===== src/rtl/unified_mem_arbiter.sv =====
// Purpose : shares one single-ported memory between the instruction-fetch (IF) and data-memory (DM) stages.
// Latency : req sampled in cycle 0 -> mem_req in cycle 1 -> mem_ack in cycle k -> ready pulse in cycle k+1 (3 cycles minimum).
// Backpressure: one transaction at a time; a requester holds req until its ready pulse, and stall_* tell the pipeline to wait.
//
// Optional feature macro: ARB_TIMEOUT_EN (abort a BUSY transaction after TIMEOUT_CYCLES without mem_ack).
//
// Ports:
//   clk, reset (async, active-low)
//   if_req/if_addr            -> if_rdata (32b lane of the 64b word), if_ready pulse
//   dm_req/dm_we/dm_addr/dm_wdata/dm_wstrb -> dm_rdata, dm_ready pulse
//   mem_req/mem_we/mem_addr/mem_wdata/mem_wstrb <- mem_rdata, mem_ack
//   stall_if, stall_mem       combinational stall requests to the hazard unit
//   bus_err                   timeout flag, pulses together with the ready pulse
module unified_mem_arbiter #(
   parameter int ADDR_W         = 64,
   parameter int DATA_W         = 64,
   parameter int MAX_DM_STREAK  = 4,
   parameter int TIMEOUT_CYCLES = 16
) (
   input  logic              clk,
   input  logic              reset,
   input  logic              if_req,
   input  logic [ADDR_W-1:0] if_addr,
   output logic [31:0]       if_rdata,
   output logic              if_ready,
   input  logic              dm_req,
   input  logic              dm_we,
   input  logic [ADDR_W-1:0] dm_addr,
   input  logic [DATA_W-1:0] dm_wdata,
   input  logic [7:0]        dm_wstrb,
   output logic [DATA_W-1:0] dm_rdata,
   output logic              dm_ready,
   output logic              mem_req,
   output logic              mem_we,
   output logic [ADDR_W-1:0] mem_addr,
   output logic [DATA_W-1:0] mem_wdata,
   output logic [7:0]        mem_wstrb,
   input  logic [DATA_W-1:0] mem_rdata,
   input  logic              mem_ack,
   output logic              stall_if,
   output logic              stall_mem,
   output logic              bus_err
);

   typedef enum logic [1:0] {IDLE, BUSY_IF, BUSY_DM, RESP} state_t;

   localparam logic [3:0] MAX_STREAK = 4'(MAX_DM_STREAK);

   state_t     state;
   logic [3:0] dm_streak;
   logic       if_sel_hi;   // latched if_addr[2]: which 32-bit half holds the instruction
   logic       err_q;
   logic       grant_dm;
   logic       grant_if;
   logic       timed_out;

   assign stall_if  = if_req & ~if_ready;
   assign stall_mem = dm_req & ~dm_ready;
   assign bus_err   = err_q;

   // DM has priority, except when it has already won MAX_DM_STREAK times in a row
   // while IF was waiting; then IF gets the next slot.
   always_comb begin
      grant_dm = dm_req & (~if_req | (dm_streak != MAX_STREAK));
      grant_if = if_req & ~grant_dm;
   end

`ifdef ARB_TIMEOUT_EN
   localparam int              CNT_W   = $clog2(TIMEOUT_CYCLES + 1);
   localparam logic [CNT_W-1:0] TO_LAST = CNT_W'(TIMEOUT_CYCLES);

   logic [CNT_W-1:0] to_cnt;

   // Counts BUSY cycles starting at 0 in the first mem_req cycle; reaching
   // TIMEOUT_CYCLES means TIMEOUT_CYCLES full cycles passed with no ack.
   always_ff @(posedge clk or negedge reset) begin
      if (!reset) begin
         to_cnt <= '0;
      end else if (state == IDLE) begin
         to_cnt <= '0;
      end else if ((state == BUSY_IF || state == BUSY_DM) && !mem_ack) begin
         to_cnt <= to_cnt + 1'b1;
      end
   end

   assign timed_out = (to_cnt == TO_LAST);
`else
   logic unused_timeout_cfg;
   assign unused_timeout_cfg = (TIMEOUT_CYCLES > 0);
   assign timed_out          = 1'b0;
`endif

   always_ff @(posedge clk or negedge reset) begin
      if (!reset) begin
         state     <= IDLE;
         dm_streak <= '0;
         if_sel_hi <= 1'b0;
         err_q     <= 1'b0;
         mem_req   <= 1'b0;
         mem_we    <= 1'b0;
         mem_addr  <= '0;
         mem_wdata <= '0;
         mem_wstrb <= '0;
         if_rdata  <= '0;
         dm_rdata  <= '0;
         if_ready  <= 1'b0;
         dm_ready  <= 1'b0;
      end else begin
         case (state)
            IDLE: begin
               if (grant_dm) begin
                  mem_req   <= 1'b1;
                  mem_we    <= dm_we;
                  mem_addr  <= dm_addr;
                  mem_wdata <= dm_wdata;
                  mem_wstrb <= dm_wstrb;
                  // streak only grows while IF is actually being held off
                  dm_streak <= if_req ? dm_streak + 4'd1 : 4'd0;
                  state     <= BUSY_DM;
               end else if (grant_if) begin
                  mem_req   <= 1'b1;
                  mem_we    <= 1'b0;
                  mem_addr  <= if_addr;
                  mem_wdata <= '0;
                  mem_wstrb <= '0;
                  if_sel_hi <= if_addr[2];
                  dm_streak <= 4'd0;
                  state     <= BUSY_IF;
               end
            end
            BUSY_IF: begin
               // ack on the same edge as the timeout is a normal completion
               if (mem_ack) begin
                  mem_req  <= 1'b0;
                  if_rdata <= if_sel_hi ? mem_rdata[63:32] : mem_rdata[31:0];
                  if_ready <= 1'b1;
                  state    <= RESP;
               end else if (timed_out) begin
                  mem_req  <= 1'b0;
                  if_rdata <= '0;
                  if_ready <= 1'b1;
                  err_q    <= 1'b1;
                  state    <= RESP;
               end
            end
            BUSY_DM: begin
               if (mem_ack) begin
                  mem_req  <= 1'b0;
                  if (!mem_we) begin
                     dm_rdata <= mem_rdata;   // stores leave the last load data in place
                  end
                  dm_ready <= 1'b1;
                  state    <= RESP;
               end else if (timed_out) begin
                  mem_req  <= 1'b0;
                  dm_rdata <= '0;
                  dm_ready <= 1'b1;
                  err_q    <= 1'b1;
                  state    <= RESP;
               end
            end
            RESP: begin
               // ready pulse cycle; no grant here so a held req is not served twice
               if_ready <= 1'b0;
               dm_ready <= 1'b0;
               err_q    <= 1'b0;
               state    <= IDLE;
            end
            default: begin
               state <= IDLE;
            end
         endcase
      end
   end

endmodule


===== config.mk =====
export PLATFORM = sky130hd
export DESIGN_NAME = unified_mem_arbiter
export DESIGN_NICKNAME = d
export VERILOG_FILES = /design/src/rtl/unified_mem_arbiter.sv
export SDC_FILE = /design/constraint.sdc
export NUM_CORES = 1
export LEC_CHECK = 0
export BUFFER_PORTS_ARGS = -buffer_cell sky130_fd_sc_hd__clkbuf_2
export CORE_AREA = 2 2 199 201
export DETAILED_ROUTE_END_ITERATION = 12
export DIE_AREA = 0 0 201 203
export PLACE_DENSITY = 0.61
export SLEW_MARGIN = 20
export SYNTH_ARGS = -nofsm -noshare
export SYNTH_HDL_FRONTEND = slang
export SYNTH_SLANG_ARGS = --single-unit

===== constraint.sdc =====
create_clock -name clk -period 2.2 [get_ports clk]
set_input_delay 0.11 -clock clk [delete_from_list [all_inputs] [get_ports clk]]
set_output_delay 0.11 -clock clk [all_outputs]
set_load 0.01 [all_outputs]

==> run_results.csv <==
group,metric,value,unit
placement,placed_cells,1988,
worst_hold_path,hold_class,"primary input to asynchronous set/reset pin",
clock_network,clk_path_buf_depth,3,
synthesis,synthAdderAreaFrac,0.673,%
sta,max_slew_margin,56.5,%
sta,slew_violations,0,
critical_path,worstPathRequired,2.61,ns
sta,timing.final.hold_violations,0,
critical_path,critPathMaxStageDelay,0.57,ns
sta,period_needed,2.13,ns
die,rows,72,
power_and_ir_drop,powerDensity,1250,nW/µm²
sta,tightestPinTransition,0.652,ns
sta,fin_skew,0.0175,ns
clock_network,cts-root-buf,"clkbuf_16",
die,start_util,29.0,%
synthesis,synthTopCellsByCount,"nand2_1 (275), dfrtp_1 (243), o21ai_1 (73), nand4_1 (63), mux2_4 (60)",
synthesis,synth.largest_area_cell,"dfrtp_1",
synthesis,ys.flop_type,"dfrtp_1",
critical_path,end_kind,"flop",
synthesis,synthMuxAreaShare,11.8,%
die,dieArea,40800,µm²
run_status,outcome,"complete, no violations",
synthesis,yosys_warnings,0,
sta,finalSetupTns,0,ns
finish,final_nets,2052,
synthesis,ys_seq_area_share,54.5,%
routing,antenna_left,0,
synthesis,synthArstFlopShare,100,%
synthesis,synth_top_family_by_area,"simple AND/OR/NAND/NOR gates",
global_routing,grt_remaining_overflow,0,
routing,vias,10900,
power_and_ir_drop,power,22.4,mW
critical_path,path_max_fanout,32,
die,core,38500,µm²
power_and_ir_drop,peakVddDrop,0.610,mV
routing,drcViolationCount,0,
synthesis,yosys_register_bits,243,
critical_path,startpoint_type,"flop",
synthesis,post-synth-top-count-cell,"nand2_1",
routing,routed_wl,41500,µm
die,die-height,203,µm
critical_path,crit_chain,"inv_1, ha_1, nand4b_4, buf_16, nand4_1, o211ai_2, dlygate4sd3_1",
finish,fin_area,17900,µm²
finish,drive_gt1_share,40.5,%
finish,instances_no_fill,2312,
clock_network,numCtsBuffers,27,
sta,setup_ws,0.0706,ns
finish,syn2layout_area_growth,60.5,%
global_routing,grt_pass1_wl,63600,µm
clock_network,path_clk_slew,0.06,ns
finish,fill_cells,3471,
synthesis,syn-cell-area,11200,µm²
critical_path,crit_path_top_delay_cell,"dlygate4sd3_1",
clock_network,clk_latency,0.54,ns
routing,routed_via_density,4.72,
power_and_ir_drop,leakagePower,8.91,nW
sta,clock.fmax,470,MHz
flow_run,max_cap_viol_count,0,
sta,fin_crit_sh,96.8,%
finish,finish.utilization,46.6,%
sta,rsz0062_at_grt,"no",
die,io_pins,509,
synthesis,synthXorXnorAreaFrac,0,%
global_routing,track_usage,19.2,%
placement,place_ws,0.345,ns
placement,gp_congestion,0.838,
synthesis,syn_inst,1018,
sta,setup_viol,0,
synthesis,synth_top_area_share,54.5,%
routing,drtIter0Drc,616,
synthesis,syn_area_per_cell,11.0,µm²
global_routing,antenna_found_initial,1,
sta,timing.hold.ws,0.109,ns
critical_path,critical_path_buf_inv_count,3,
global_routing,grt_pass1_vias,11400,
clock_network,clock_sinks,243,
routing,drt-pass1-iter-count,5,
critical_path,cp.arrival,2.54,ns
synthesis,synth-compound-area-share,12.9,%
placement,dpl.hpwl,26400,µm
routing,wire_per_inst,18.0,µm
critical_path,cp_top_family,"buffers and inverters",
placement,place_area,14200,µm²
clock_network,cts_tree,"done",
synthesis,ys_types,37,
global_routing,grt_max_degree,141,
die,die_x,201,µm
synthesis,synth_edf_count,0,
critical_path,critPathKind,"flop to flop",
synthesis,synth-simple-area-share,14.9,%
synthesis,synth.net_count,1294,
synthesis,synth_area_leaders,"dfrtp_1 (54%), nand2_1 (9.2%), mux2_4 (8.1%)",
clock_network,h-tree-depth,1,
placement,numPortBuffers,507,
-- cells in the final DEF (no fill, tap or decap), types with 6 or more instances in the layout --
cell type      count
o21ai_1           73
o211ai_1           6
dfrtp_1          242
clkbuf_16         29
mux2i_1           35
clkbuf_2         506
mux2_2             6
nor2_1            38
buf_12            12
buf_4             23
nand2_1          274
nand4_1           63
a21oi_1           35
mux2_4            60
dlygate4sd3_1    267
o211ai_2          59
-- final timing paths --
check	cells past startpoint	end	slack, ns	start
setup / recovery	7	mem_addr[33]	0.07	dm_streak[0]
hold / removal	2	mem_addr[52]	0.11	reset
setup reg to reg	7	mem_addr[33]	0.07	dm_streak[0]
hold reg to reg	2	mem_wdata[33]	0.48	mem_wdata[33]
max in group asynchronous	3	mem_addr[20]	1.38	reset
min in group clk	3	state[1]	0.11	dm_req
-- metal layers --
layer  GRT usage (%)  wire length [µm]  vias up
li1                -                 -     5027
met1            24.0             17000     5230
met2            33.2             20100      540
met3            3.34              2810      115
met4            7.41              1610        0
met5               0                 0        -
-- layout make-up --
| cell class | count | area (µm²) | area share (%) |
|---|---|---|---|
| flip-flops and latches | 243 | 6080 | 34.0 |
| repair buffers | 816 | 5770 | 32.2 |
| multi-input cells | 682 | 4540 | 25.4 |
| clock buffers | 37 | 763 | 4.26 |
| well taps | 518 | 648 | 3.62 |
| clock inverters | 9 | 80.1 | 0.447 |
| inverters | 6 | 22.5 | 0.126 |
| diodes | 1 | 2.50 | 0.0140 |
-- what timing repair did --
action | in CTS | in global routing
endpoints found under the hold margin | 479 | 0
endpoints found under the setup margin | 0 | 5
buffers inserted | 0 | 8
hold buffers | 267 | 0
gates resized for setup | 0 | 7
-- power breakdown --
group	internal, mW	switching (mW)
Clock	2.53	1.82
Sequential	6.50	1.31
Combinational	4.69	5.57
-- cells by family after synthesis --
group / after synthesis
multiplexers: 101
flip-flops: 243
AO/OA/AOI/OAI: 187
other: 1
adder cells (fa/ha/maj): 6
AND/OR/NAND/NOR: 387
buffers and inverters: 93
-- state kept, by name, indices dropped and copies added (netlist names) --
register	cells
dm_streak	4
mem_req	1
if_ready	1
mem_we	1
if_rdata	32
dm_rdata	64
mem_addr	64
mem_wdata	64
state	2
mem_wstrb	8
dm_ready	1
if_sel_hi	1
(Power assumes the default switching activity.)
